File: src/rtl/mc_control_fsm.sv
// mc_control_fsm: multi-cycle MIPS-subset control unit (Moore FSM).
//
// Ports:
//   clk, rst             - rising-edge clock, async active-high reset
//   opcode, funct        - IR[31:26] / IR[5:0], valid from DECODE onward
//   zero, overflow       - ALU flags, combinational in the same cycle
//   PCWrite..MemtoReg    - 1-bit datapath write/select controls
//   ALUSrcA, ALUSrcB     - ALU operand selects
//   ALUOp, ExtOp         - ALU operation / immediate extension mode
//   PCSource             - PC next-value select
//   state                - current FSM state encoding
//   halted               - high while in HALT
//   instr_count          - retired instruction count (wraps at 2^32)
module mc_control_fsm #(
    parameter int unsigned HALT_ON_ILLEGAL = 1
) (
    input  logic        clk,
    input  logic        rst,
    input  logic [5:0]  opcode,
    input  logic [5:0]  funct,
    input  logic        zero,
    input  logic        overflow,
    output logic        PCWrite,
    output logic        PCWriteCond,
    output logic        IorD,
    output logic        MemRead,
    output logic        MemWrite,
    output logic        IRWrite,
    output logic        RegWrite,
    output logic        RegDst,
    output logic        MemtoReg,
    output logic [1:0]  ALUSrcA,
    output logic [1:0]  ALUSrcB,
    output logic [2:0]  ALUOp,
    output logic [1:0]  ExtOp,
    output logic [1:0]  PCSource,
    output logic [3:0]  state,
    output logic        halted,
    output logic [31:0] instr_count
);

    typedef enum logic [3:0] {
        FETCH    = 4'd0,
        DECODE   = 4'd1,
        MEM_ADDR = 4'd2,
        MEM_RD   = 4'd3,
        MEM_WB   = 4'd4,
        MEM_WR   = 4'd5,
        EXEC_R   = 4'd6,
        R_WB     = 4'd7,
        EXEC_I   = 4'd8,
        I_WB     = 4'd9,
        BRANCH   = 4'd10,
        JUMP     = 4'd11,
        HALT     = 4'd15
    } state_t;

    localparam logic [5:0] OP_RTYPE = 6'b000000;
    localparam logic [5:0] OP_LW    = 6'b100011;
    localparam logic [5:0] OP_SW    = 6'b101011;
    localparam logic [5:0] OP_ORI   = 6'b001101;
    localparam logic [5:0] OP_LUI   = 6'b001111;
    localparam logic [5:0] OP_ADDI  = 6'b001000;
    localparam logic [5:0] OP_ADDIU = 6'b001001;
    localparam logic [5:0] OP_BEQ   = 6'b000100;
    localparam logic [5:0] OP_J     = 6'b000010;

    localparam logic [5:0] FN_ADDU  = 6'b100001;
    localparam logic [5:0] FN_SUBU  = 6'b100011;
    localparam logic [5:0] FN_SLT   = 6'b101010;

    localparam state_t ILLEGAL_NEXT = (HALT_ON_ILLEGAL != 0) ? HALT : FETCH;

    state_t      cur, nxt;
    logic [5:0]  op_q, fn_q;
    logic        ovf_flag;
    logic        retire;

    // zero qualifies PCWriteCond in the datapath; the FSM itself never needs it.
    logic unused_zero;
    assign unused_zero = zero;

    // Every state listed here transitions unconditionally into FETCH.
    assign retire = (cur == MEM_WB) || (cur == MEM_WR) || (cur == R_WB) ||
                    (cur == I_WB)   || (cur == BRANCH) || (cur == JUMP);

    always_ff @(posedge clk or posedge rst) begin
        if (rst) begin
            cur         <= FETCH;
            op_q        <= '0;
            fn_q        <= '0;
            ovf_flag    <= 1'b0;
            instr_count <= '0;
        end else begin
            cur <= nxt;
            if (cur == DECODE) begin
                op_q <= opcode;
                fn_q <= funct;
            end
            ovf_flag <= (cur == EXEC_I) && overflow && (op_q == OP_ADDI);
            if (retire)
                instr_count <= instr_count + 32'd1;
        end
    end

    always_comb begin
        nxt         = cur;
        PCWrite     = 1'b0;
        PCWriteCond = 1'b0;
        IorD        = 1'b0;
        MemRead     = 1'b0;
        MemWrite    = 1'b0;
        IRWrite     = 1'b0;
        RegWrite    = 1'b0;
        RegDst      = 1'b0;
        MemtoReg    = 1'b0;
        ALUSrcA     = 2'b00;
        ALUSrcB     = 2'b00;
        ALUOp       = 3'b000;
        ExtOp       = 2'b00;
        PCSource    = 2'b00;

        case (cur)
            FETCH: begin
                MemRead = 1'b1;
                IRWrite = 1'b1;
                PCWrite = 1'b1;
                ALUSrcB = 2'b01;
                nxt     = DECODE;
            end
            DECODE: begin
                ALUSrcB = 2'b11;
                ExtOp   = 2'b01;
                // IR was loaded at the end of FETCH, so dispatch on the live opcode.
                case (opcode)
                    OP_RTYPE: begin
                        if (funct == FN_ADDU || funct == FN_SUBU || funct == FN_SLT)
                            nxt = EXEC_R;
                        else
                            nxt = ILLEGAL_NEXT;
                    end
                    OP_LW, OP_SW:                     nxt = MEM_ADDR;
                    OP_ORI, OP_LUI, OP_ADDI, OP_ADDIU: nxt = EXEC_I;
                    OP_BEQ:                           nxt = BRANCH;
                    OP_J:                             nxt = JUMP;
                    default:                          nxt = ILLEGAL_NEXT;
                endcase
            end
            MEM_ADDR: begin
                ALUSrcA = 2'b01;
                ALUSrcB = 2'b10;
                ExtOp   = 2'b01;
                nxt     = (op_q == OP_SW) ? MEM_WR : MEM_RD;
            end
            MEM_RD: begin
                MemRead = 1'b1;
                IorD    = 1'b1;
                nxt     = MEM_WB;
            end
            MEM_WB: begin
                RegWrite = 1'b1;
                MemtoReg = 1'b1;
                nxt      = FETCH;
            end
            MEM_WR: begin
                MemWrite = 1'b1;
                IorD     = 1'b1;
                nxt      = FETCH;
            end
            EXEC_R: begin
                ALUSrcA = 2'b01;
                case (fn_q)
                    FN_SUBU: ALUOp = 3'b001;
                    FN_SLT:  ALUOp = 3'b011;
                    default: ALUOp = 3'b000;
                endcase
                nxt = R_WB;
            end
            R_WB: begin
                RegWrite = 1'b1;
                RegDst   = 1'b1;
                nxt      = FETCH;
            end
            EXEC_I: begin
                ALUSrcB = 2'b10;
                case (op_q)
                    OP_ORI: begin
                        ALUSrcA = 2'b01;
                        ALUOp   = 3'b010;
                    end
                    OP_LUI: begin
                        ALUSrcA = 2'b10;
                        ExtOp   = 2'b10;
                        ALUOp   = 3'b010;
                    end
                    OP_ADDI: begin
                        ALUSrcA = 2'b01;
                        ExtOp   = 2'b01;
                        ALUOp   = 3'b100;
                    end
                    default: begin
                        ALUSrcA = 2'b01;
                        ExtOp   = 2'b01;
                    end
                endcase
                nxt = I_WB;
            end
            I_WB: begin
                // An overflowing addi still retires but must not update the register file.
                RegWrite = ~ovf_flag;
                nxt      = FETCH;
            end
            BRANCH: begin
                ALUSrcA     = 2'b01;
                ALUOp       = 3'b001;
                PCWriteCond = 1'b1;
                PCSource    = 2'b01;
                nxt         = FETCH;
            end
            JUMP: begin
                PCWrite  = 1'b1;
                PCSource = 2'b10;
                nxt      = FETCH;
            end
            HALT: nxt = HALT;
            default: nxt = FETCH;
        endcase

        // Reset parks the FSM in FETCH; suppress FETCH's enables while rst is held.
        if (rst) begin
            PCWrite     = 1'b0;
            PCWriteCond = 1'b0;
            MemRead     = 1'b0;
            MemWrite    = 1'b0;
            IRWrite     = 1'b0;
            RegWrite    = 1'b0;
        end
    end

    assign state  = cur;
    assign halted = (cur == HALT);

endmodule
File: config.mk
export PLATFORM = sky130hd
export DESIGN_NAME = mc_control_fsm
export DESIGN_NICKNAME = d
export VERILOG_FILES = /design/src/rtl/mc_control_fsm.sv
export SDC_FILE = /design/constraint.sdc
export NUM_CORES = 1
export LEC_CHECK = 0
export ABC_AREA = 1
export BUFFER_PORTS_ARGS = -buffer_cell sky130_fd_sc_hd__buf_2
export CORE_MARGIN = 4
export CORE_UTILIZATION = 35
export CTS_CLUSTER_SIZE = 12
export DETAILED_ROUTE_END_ITERATION = 12
export PLACE_DENSITY = 0.53
export SLEW_MARGIN = 20
export SYNTH_ARGS = -nofsm -noshare
export SYNTH_HDL_FRONTEND = slang
export SYNTH_SLANG_ARGS = --single-unit
export TNS_END_PERCENT = 30
File: constraint.sdc
create_clock -name clk -period 1.7 [get_ports clk]
set_input_delay 0.085 -clock clk [delete_from_list [all_inputs] [get_ports clk]]
set_output_delay 0.085 -clock clk [all_outputs]
set_load 0.03 [all_outputs]
==> flow_summary.json, run 1 <==
{
  "status": "finished, final reports clean",
  "path_cells": "inv_2 -> nor2_4 -> inv_1 -> nor2_2 -> inv_1 -> nand3_1 -> clkbuf_4",
  "antenna_found_initial": 0,
  "synth_top_cell_area_share_pct": 40.9,
  "ir_worst_vdd_mv": 0.331,
  "final-hold-violation-count": 0,
  "required_ns": 1.62,
  "ioPinCount": 73,
  "crit_slowest_cell": "dfrtp_1",
  "p_total_mw": 2.12,
  "layout-drive-gt1-share_pct": 26.0,
  "drtAntennaViolNets": 0,
  "setup_viol_count_final": 0,
  "coreArea_um2": 8300,
  "crit_top_cell": "inv_1",
  "start_util_pct": 36.2,
  "hold_path.class": "in -> reg",
  "leakagePower_nw": 1.97,
  "drc_errors": 0,
  "rows": 33,
  "rrSetupSlack_ns": 0.16,
  "mostFrequentLayoutCells": "150 x nand2_1, 64 x buf_2, 63 x nor2_1, 47 x dfrtp_1, 40 x inv_1",
  "cts.reportedPaths.clkPinSlew_ns": 0.09,
  "synth_top_area_cell": "dfrtp_1",
  "synth.area.top_cells": "dfrtp_1 41%, nand2_1 19%, nor2_1 9.0%, inv_1 5.5%, nand3_1 3.8%",
  "setup.worst_path.start_class": "flop",
  "first_global_vias": 2646,
  "fin_crit_sh_pct": 97.7,
  "synth_nets": 448,
  "grt_max_degree": 30,
  "clock-sinks": 49,
  "arrival_ns": 1.58,
  "drv_slew": 0,
  "die_area_um2": 10100,
  "fin_setup_tns_ns": 0,
  "syn_inst": 431,
  "relSlewSlack_pct": 73.5,
  "gp_congestion": 0.839,
  "synth.distinct_cells": 28,
  "synth_seq_cells": 49,
  "grt_use_total_pct": 15.6,
  "viasPerCell": 4.56,
  "dr_total_vias": 2843,
  "nets": 535,
  "portBuffers": 71,
  "critical_path_class": "reg -> out",
  "r2r-start": "state[3]",
  "r2r_end": "instr_count[26]",
  "clk_path_buf_depth": 2,
  "reg2reg_depth": 9,
  "cts_buffers": 5,
  "area_growth_pct": 25.1,
  "wl_per_cell_um": 12.3,
  "diodes": 0,
  "drt_iter0_drc": 95,
  "dp.final_hpwl_um": 6080,
  "htreeDepth": 2,
  "cpPeakStageDelay_ns": 0.43,
  "period_needed_ns": 1.66,
  "cts_tree": "yes",
  "clock_skew_ns": 0.00752,
  "synth-seq-area-share_pct": 40.9,
  "netlist_area_um2": 3000,
  "die_h_um": 101,
  "routed_wl_um": 7660,
  "layout_commonest_cell": "nand2_1",
  "rsz0062_at_grt": "true",
  "grt-ovfl-total": 0,
  "maxCapViolations": 0,
  "max_freq_ghz": 0.602,
  "min_from": "funct[2]",
  "yosysWarnings": 0,
  "holdPathStages": 3,
  "firstDrtPassIters": 4,
  "die_w_um": 101,
  "path_max_fanout": 5,
  "worst_hold_path.endpoint": "fn_q[2]",
  "insertion_delay_ns": 0.30,
  "synth.avg_cell_area_um2": 6.96,
  "root_buffer": "clkbuf_8",
  "end_kind": "output pin",
  "grt_pass1_wl_um": 12600,
  "p_per_area_nw_per_um2": 566,
  "nFillCells": 881,
  "worst_pin_slew_ns": 0.397
}
layout make-up:
cell class                      instances  area, µm²  share of cell area [%]
Clock buffer                            6       82.6                    2.20
Clock inverter                          2       37.5                    1.00
Timing Repair Buffer                   84        478                    12.7
Inverter                               50        188                    5.00
Sequential cell                        49       1230                    32.7
Tap cell                              105        131                    3.50
Multi-Input combinational cell        328       1610                    42.9
registers in the layout, summed over array words and instances (netlist names):
name and flops:
instr_count 32, state 4, op_q 6, fn_q 6, ovf_flag 1
synth_stat cells:
cell / instances
nand2_1: 153
nand2_4: 1
nand3_2: 1
nand4_1: 8
ha_1: 1
xnor2_1: 8
dfrtp_1: 49
nor2_4: 2
o211ai_1: 1
xor2_1: 11
xnor2_2: 1
nand3b_1: 8
nand2_2: 5
buf_2: 1
nand3_1: 23
nor2_1: 72
nor2_2: 8
buf_6: 2
nor3b_1: 1
nor3_1: 2
inv_1: 44
a21oi_1: 3
nor2_8: 1
clkbuf_1: 1
o21ai_0: 14
inv_2: 6
nand3_4: 1
nor4_1: 3
report_power, final:
| group | internal (mW) | switching, mW |
|---|---|---|
| clock network | 0.479 | 0.401 |
| registers | 1.16 | 0 |
| logic | 0.0283 | 0.0525 |
per-layer routing:
| layer | wire (µm) | GRT usage, % |
|---|---|---|
| met1 | 3520 | 20.7 |
| met2 | 3790 | 26.2 |
| met3 | 228 | 2.01 |
| met4 | 119 | 5.08 |
| met5 | 0 | 0 |
worst max path at each step:
stage	endpoint	slack, ns	from	cells past startpoint
floorplan	ExtOp[0]	-0.05	state[0]	5
CTS	ExtOp[0]	0.0002	state[2]	6
global route	ALUOp[0]	-0.06	state[3]	6
global placement	instr_count[26]	0.15	state[1]	8
finish	ALUOp[0]	0.04	state[3]	7
detailed placement	instr_count[26]	0.12	state[1]	8
stage by stage:
stage	cell area (µm²)	cells	hold slack, ns	utilization [%]	setup WS (ns)
2_1_floorplan	3010	431	0.195	-	-0.0530
4_1_cts	3710	624	0.00160	44.7	0.000228
3_3_place_gp	3530	611	0.206	42.5	0.153
3_5_place_dp	3530	611	0.207	42.5	0.123
6_report	3750	624	0.00874	45.2	0.0396
5_1_grt	3750	624	0.0247	45.2	-0.0630
repair_timing:
item / in CTS / in global routing
buffers inserted: 2 / 0
hold buffers: 3 / 0
endpoints found under the setup margin: 6 / 14
endpoints found under the hold margin: 51 / 0
resized for setup: 8 / 19
pin swaps: 0 / 0
critical path: cells and delay by family (launching register included):
family / cells / cell delay [ns]
buffers and inverters: 4 / 0.46
flip-flops: 1 / 0.43
AND/OR/NAND/NOR: 3 / 0.38
logic make-up after synthesis:
family / after synthesis / share of synthesized area, %
simple gates: 289 / 42.3
compound gates: 18 / 3.08
buf+inv: 54 / 7.29
xor+xnor: 20 / 6.09
flops: 49 / 40.9
fa+ha+maj: 1 / 0.417
(Power assumes the default switching activity.)
==> run 2: changes to the inputs <==
--- a/config.mk
+++ b/config.mk
@@ -8,3 +8,2 @@
 export ABC_AREA = 1
-export BUFFER_PORTS_ARGS = -buffer_cell sky130_fd_sc_hd__buf_2
 export CORE_MARGIN = 4
@@ -13,3 +12,5 @@
 export DETAILED_ROUTE_END_ITERATION = 12
-export PLACE_DENSITY = 0.53
+export DONT_BUFFER_PORTS = 1
+export HOLD_SLACK_MARGIN = 0.12
+export PLACE_DENSITY = 0.46
 export SLEW_MARGIN = 20
==> constraint.sdc (replaced) <==
create_clock -name clk -period 1.7 [get_ports clk]
set_input_delay 0.255 -clock clk [delete_from_list [all_inputs] [get_ports clk]]
set_output_delay 0.255 -clock clk [all_outputs]
set_load 0.03 [all_outputs]
==> run 2 against run 1 <==
The flow now finishes with violations (negative setup slack). Via count is 1.2% higher. Setup slack worse by 0.10 ns. Power is 4.0% lower. Count of clock-buffer cells in the layout is 1 lower. Cell count is 0.16% lower. Sequential power hardly changed. Critical path depth stayed put. Clock skew is 0.0011 ns higher. Wire length is 6.9% higher. Combinational power is 17% lower. Utilization is 3.9 points higher. Critical path type unchanged. Largest power group unchanged.
==> flow_summary.json, run 2 (same netlist as run 1, synthesis figures left out) <==
{
  "status": "finished, violations left",
  "violations": "negative setup slack",
  "path_buf_inv": 3,
  "path_cells": "inv_2 -> nand2_1 -> buf_4 -> nor2_4 -> nor3_2 -> nor2_2 -> buf_6",
  "dp.final_hpwl_um": 6230,
  "critical_path_class": "reg -> out",
  "coreArea_um2": 8300,
  "worst_pin_slew_ns": 0.646,
  "hold_slack_ns": 0.130,
  "wl_per_cell_um": 13.1,
  "drt_iter0_drc": 77,
  "cpPeakStageDelay_ns": 0.45,
  "pre_cts_ws_ns": 0.126,
  "layout_commonest_cell": "nand2_1",
  "drtAntennaViolNets": 0,
  "r2r-start": "state[3]",
  "clock_skew_ns": 0.00866,
  "die_h_um": 101,
  "maxCapViolations": 0,
  "nets": 535,
  "clock-sinks": 49,
  "leakagePower_nw": 1.99,
  "relSlewSlack_pct": 56.9,
  "htreeDepth": 2,
  "rows": 33,
  "insertion_delay_ns": 0.30,
  "diodes": 0,
  "cp-startpoint": "state[3]",
  "top_regs": "instr_count: 32 flops, fn_q: 6 flops, op_q: 6 flops",
  "first_global_vias": 2920,
  "arrival_ns": 1.51,
  "dr_total_vias": 2878,
  "start_util_pct": 36.2,
  "area_growth_pct": 35.8,
  "routed_wl_um": 8190,
  "finish.utilization_pct": 49.1,
  "root_buffer": "clkbuf_8",
  "cts_tree": "yes",
  "setup.worst_path.start_class": "flop",
  "max_freq_ghz": 0.567,
  "die_area_um2": 10100,
  "clk_path_buf_depth": 2,
  "layout-drive-gt1-share_pct": 28.8,
  "required_ns": 1.44,
  "p_total_mw": 2.04,
  "grt_pass1_wl_um": 13800,
  "drc_errors": 0,
  "final-hold-violation-count": 0,
  "cts.reportedPaths.clkPinSlew_ns": 0.08,
  "die_w_um": 101,
  "p_per_area_nw_per_um2": 500,
  "mostFrequentLayoutCells": "144 x nand2_1, 68 x buf_4, 58 x nor2_1, 47 x dfrtp_1, 35 x inv_1",
  "grt_max_degree": 50,
  "crit_family": "flip-flops",
  "ioPinCount": 73,
  "ir_worst_vdd_mv": 0.306,
  "grt-ovfl-total": 0,
  "antenna_found_initial": 0,
  "end_kind": "output pin",
  "cts_buffers": 5,
  "viasPerCell": 4.62,
  "fin_ws_ns": -0.0638,
  "portBuffers": 0,
  "drv_slew": 0,
  "rsz0062_at_grt": "true",
  "hold_path.class": "in -> reg",
  "gp_congestion": 0.860,
  "crit_slowest_cell": "dfrtp_2",
  "grt_use_total_pct": 17.0,
  "firstDrtPassIters": 4,
  "fin_crit_sh_pct": 104,
  "fin_setup_tns_ns": -0.181,
  "path_max_fanout": 4,
  "period_needed_ns": 1.76,
  "min_from": "opcode[0]",
  "setup_viol_count_final": 4,
  "largest_reg_flops": 32,
  "top_register": "instr_count"
}
==> run 2: cell count changes in the layout (fill, tap and decap cells not counted), sizes merged <==
cell	previous run	this run
inv	50	49
clkinv	0	1
dlygate4sd3	3	8
clkbuf	7	5
buf	80	76
==> run 2: path summary, 6_finish.rpt <==
check	to	slack, ns	depth (start not counted)
max reg2reg	instr_count[26]	0.10	9
min in group asynchronous	ovf_flag	0.62	3
max	RegWrite	-0.06	7
min reg2reg	fn_q[1]	0.49	2
max in group asynchronous	state[2]	0.58	3
min	op_q[0]	0.13	2
==> run 2: area by class of cell <==
type                            instances  area, µm²
Timing Repair Buffer                   84        698
Inverter                               50        191
Clock inverter                          2       35.0
Sequential cell                        49       1230
Clock buffer                            5       68.8
Fill cell                             819       4220
Tap cell                              105        131
Multi-Input combinational cell        328       1720
==> run 2: per-layer routing <==
layer  part of all wire, %  global-route usage [%]  up-vias
met2                    49                    29.2       61
met5                     0                       0        -
li1                      -                       -     1508
met1                    44                    21.4     1301
met4                   1.7                    5.70        0
met3                   4.9                    3.11        8
==> run 2: power breakdown <==
part           switching (mW)  internal [mW]
Clock                   0.380          0.428
Combinational          0.0434         0.0237
Sequential                  0           1.16
==> run 2: metrics by stage <==
| stage | cell area (µm²) | instances |
|---|---|---|
| 4_1_cts | 3930 | 619 |
| 6_report | 4080 | 623 |
| 3_5_place_dp | 3640 | 597 |
| 5_1_grt | 4080 | 623 |
| 3_3_place_gp | 3640 | 597 |
| 2_1_floorplan | 3030 | 431 |
==> run 2: repair_timing <==
action | in CTS | in global routing
resized for setup | 19 | 35
endpoints found under the setup margin | 13 | 19
pin swaps | 1 | 6
hold buffers | 8 | 0
setup buffers | 7 | 4
hold endpoints to repair | 56 | 0
==> run 3: changes to the inputs <==
- ABC_AREA: 1 -> default
==> run 3 against run 2 <==
The flow still finishes with violations (negative setup slack). Flip-flop and latch count unchanged. Sequential power is 44% higher. Synthesized cell count is 39% lower. Synthesized area decreased by 12%. Register-to-register slack worse by 0.16 ns. Clock power decreased by 15%. Via count is 22% lower. Critical path depth down 2. Setup slack got worse by 0.17 ns. Wire length decreased by 17%. Critical path type unchanged. Largest power group is now combinational cells.
==> flow_summary.json, run 3 <==
{
  "rows": 31,
  "synth_top_family_by_area": "simple AND/OR/NAND/NOR gates",
  "synth_top_cell_area_share_pct": 46.4,
  "setup.worst_path.start_class": "flop",
  "htreeDepth": 2,
  "layout-drive-gt1-share_pct": 44.7,
  "grt_use_total_pct": 15.9,
  "synth.distinct_cells": 50,
  "clk_path_buf_depth": 2,
  "antenna_found_initial": 0,
  "path_max_fanout": 4,
  "arrival_ns": 1.67,
  "regArea_um2": 1230,
  "leakagePower_nw": 1.78,
  "synth_nets": 278,
  "violations": "negative setup slack",
  "wl_per_cell_um": 14.9,
  "drtAntennaViolNets": 0,
  "top_regs": "instr_count: 32 flops, fn_q: 6 flops, op_q: 6 flops",
  "viasPerCell": 4.92,
  "first_global_vias": 2215,
  "ir_worst_vdd_mv": 0.654,
  "placed_area_um2": 3390,
  "synth.area.top_cells": "dfrtp_1 46%, xnor2_1 9.0%, mux2_2 5.1%, nand2_1 3.3%, nor2_1 3.1%",
  "dp.final_hpwl_um": 4880,
  "rsz0062_at_grt": "true",
  "insertion_delay_ns": 0.30,
  "coreArea_um2": 7290,
  "final-hold-violation-count": 0,
  "synth_seq_cells": 49,
  "status": "finished, violations left",
  "path_buf_inv": 1,
  "root_buffer": "clkbuf_8",
  "path_cells": "buf_6 -> nor2b_4 -> nand4_1 -> a21o_1 -> a21oi_4",
  "synthArstFlopShare_pct": 100,
  "synth.avg_cell_area_um2": 10.1,
  "die_area_um2": 9000,
  "crit_family": "compound AO/OA/AOI/OAI gates",
  "instances_no_fill": 459,
  "worst_pin_slew_ns": 0.639,
  "finalInstanceArea_um2": 4020,
  "synth_top_area_cell": "dfrtp_1",
  "hold_slack_ns": 0.211,
  "netlist_area_um2": 2640,
  "fin_ws_ns": -0.230,
  "syn_inst": 261,
  "routed_wl_um": 6840,
  "synth_edf_count": 0,
  "multi_input_area_um2": 1600,
  "synthMuxAreaShare_pct": 5.50,
  "start_util_pct": 36.2,
  "grt_max_degree": 50,
  "crit_slowest_cell": "dfrtp_2",
  "nets": 376,
  "die_h_um": 94.9,
  "dr_total_vias": 2256,
  "end_kind": "output pin",
  "largest_reg_flops": 32,
  "yosys.area_share.adder_pct": 0.474,
  "p_per_area_nw_per_um2": 1440,
  "setup_viol_count_final": 22,
  "relSlewSlack_pct": 57.4,
  "cts_buffers": 5,
  "mostFrequentLayoutCells": "72 x buf_4, 45 x dfrtp_1, 26 x xnor2_1, 20 x nand2_1, 16 x nor2_1",
  "diodes": 0,
  "critical_path_class": "reg -> out",
  "synth_compound_area_share_pct": 8.48,
  "drc_errors": 0,
  "maxCapViolations": 0,
  "yosys-top-cells-count": "49 x dfrtp_1, 27 x xnor2_1, 23 x nand2_1",
  "nFillCells": 696,
  "required_ns": 1.44,
  "clock_skew_ns": 0.00731,
  "drt_iter0_drc": 123,
  "yosysWarnings": 0,
  "grt-ovfl-total": 0,
  "max_freq_ghz": 0.518,
  "ys.flop_type": "dfrtp_1",
  "drv_slew": 0,
  "cpPeakStageDelay_ns": 0.44,
  "dp_cells": 420,
  "cts.reportedPaths.clkPinSlew_ns": 0.09,
  "area_growth_pct": 52.4,
  "synth.most_common_cell": "dfrtp_1",
  "synth-xor-area-share_pct": 11.6,
  "top_register": "instr_count",
  "layout_commonest_cell": "buf_4",
  "portBuffers": 0,
  "fin_crit_sh_pct": 114,
  "cts_tree": "yes",
  "firstDrtPassIters": 4,
  "synth_simple_gate_area_share_pct": 23.2,
  "die_w_um": 94.9,
  "gp_congestion": 0.744,
  "ioPinCount": 73,
  "hold_path.class": "in -> reg",
  "grt_pass1_wl_um": 11100,
  "period_needed_ns": 1.93,
  "synth-seq-area-share_pct": 46.4,
  "clock-sinks": 49
}
[run 3: changes by cell type in the layout (fill, tap and decap cells not counted), sizes merged, moves of 8 or more]
| cell | delta |
|---|---|
| xnor2 | +18 |
| buf | +15 |
| nand2 | -136 |
| and3 | +8 |
| nand3b | -8 |
| inv | -45 |
| mux2 | +12 |
| nand3 | -12 |
| o21ai | -9 |
| nor2 | -61 |
[run 3: kinds of logic after synthesis]
group / after synthesis
muxes: 13
adders and majority gates: 1
buffers and inverters: 20
and+or+nand+nor: 113
xor gates and xnor gates: 35
DFF: 49
AOI/OAI and AO/OA: 30
[run 3: what timing repair did]
| item | CTS | global route |
|---|---|---|
| endpoints found under the hold margin | 62 | 0 |
| endpoints found under the setup margin | 21 | 57 |
| buffers inserted | 11 | 8 |
| pin swaps | 12 | 10 |
| gates resized for setup | 29 | 37 |
| hold buffers | 14 | 0 |
| cloned | 0 | 1 |
[run 3: worst register-to-register path, cell delays in order (launching register included)]
cell       delay [ns]
dfrtp_2          0.43
buf_6            0.14
xnor2_4          0.14
a221oi_2         0.21
buf_4            0.15
and2b_2          0.21
clkbuf_16        0.17
nand4_1          0.09
xnor2_1          0.13
[run 3: per-layer routing]
layer	vias to the layer above	GRT usage (%)	share of wire [%]	routed length [µm]
met1	1085	22.4	46	3150
met5	-	0	0	0
li1	1111	-	-	-
met3	7	3.90	5.8	395
met4	0	4.69	1.1	74
met2	53	24.1	47	3220
[run 3: area by class of cell]
cell class / count / area share, %
inverter: 5 / 0.560
tap: 99 / 3.08
timing repair buffer: 106 / 24.0
clock inverter: 1 / 0.187
sequential: 49 / 30.6
clock buffer: 7 / 1.90
multi-input combinational: 192 / 39.7
[run 3: metrics by stage]
| stage | util [%] | TNS, ns | worst slack [ns] | power, mW |
|---|---|---|---|---|
| 3_5_place_dp | 46.4 | -0.0415 | -0.0381 | 4.45 |
| 6_report | 55.2 | -1.96 | -0.230 | 5.80 |
| 4_1_cts | 52.2 | -2.29 | -0.274 | 5.51 |
| 3_3_place_gp | 46.4 | -0.0345 | -0.0345 | 4.42 |
| 2_1_floorplan | - | -3.78 | -0.191 | 3.60 |
| 5_1_grt | 55.2 | -4.41 | -0.348 | 6.18 |
[run 3: path summary, 6_finish.rpt]
| kind | slack, ns | endpoint | from | cells after the start |
|---|---|---|---|---|
| worst min-delay path | 0.21 | state[3] | opcode[5] | 3 |
| min in group asynchronous | 0.63 | state[3] | rst | 3 |
| worst min register to register | 0.51 | fn_q[4] | fn_q[4] | 1 |
| worst max register to register | -0.06 | instr_count[20] | state[2] | 8 |
| worst max-delay path | -0.23 | ALUOp[0] | state[3] | 5 |
| max in group asynchronous | 0.62 | state[2] | rst | 3 |
[run 3: where the power goes]
group | switching (mW) | leakage (nW) | internal (mW)
combinational | 1.80 | 1.11 | 1.64
sequential | 0.236 | 0.638 | 1.43
clock | 0.394 | 0.0385 | 0.292
total | 2.43 | 1.78 | 3.36
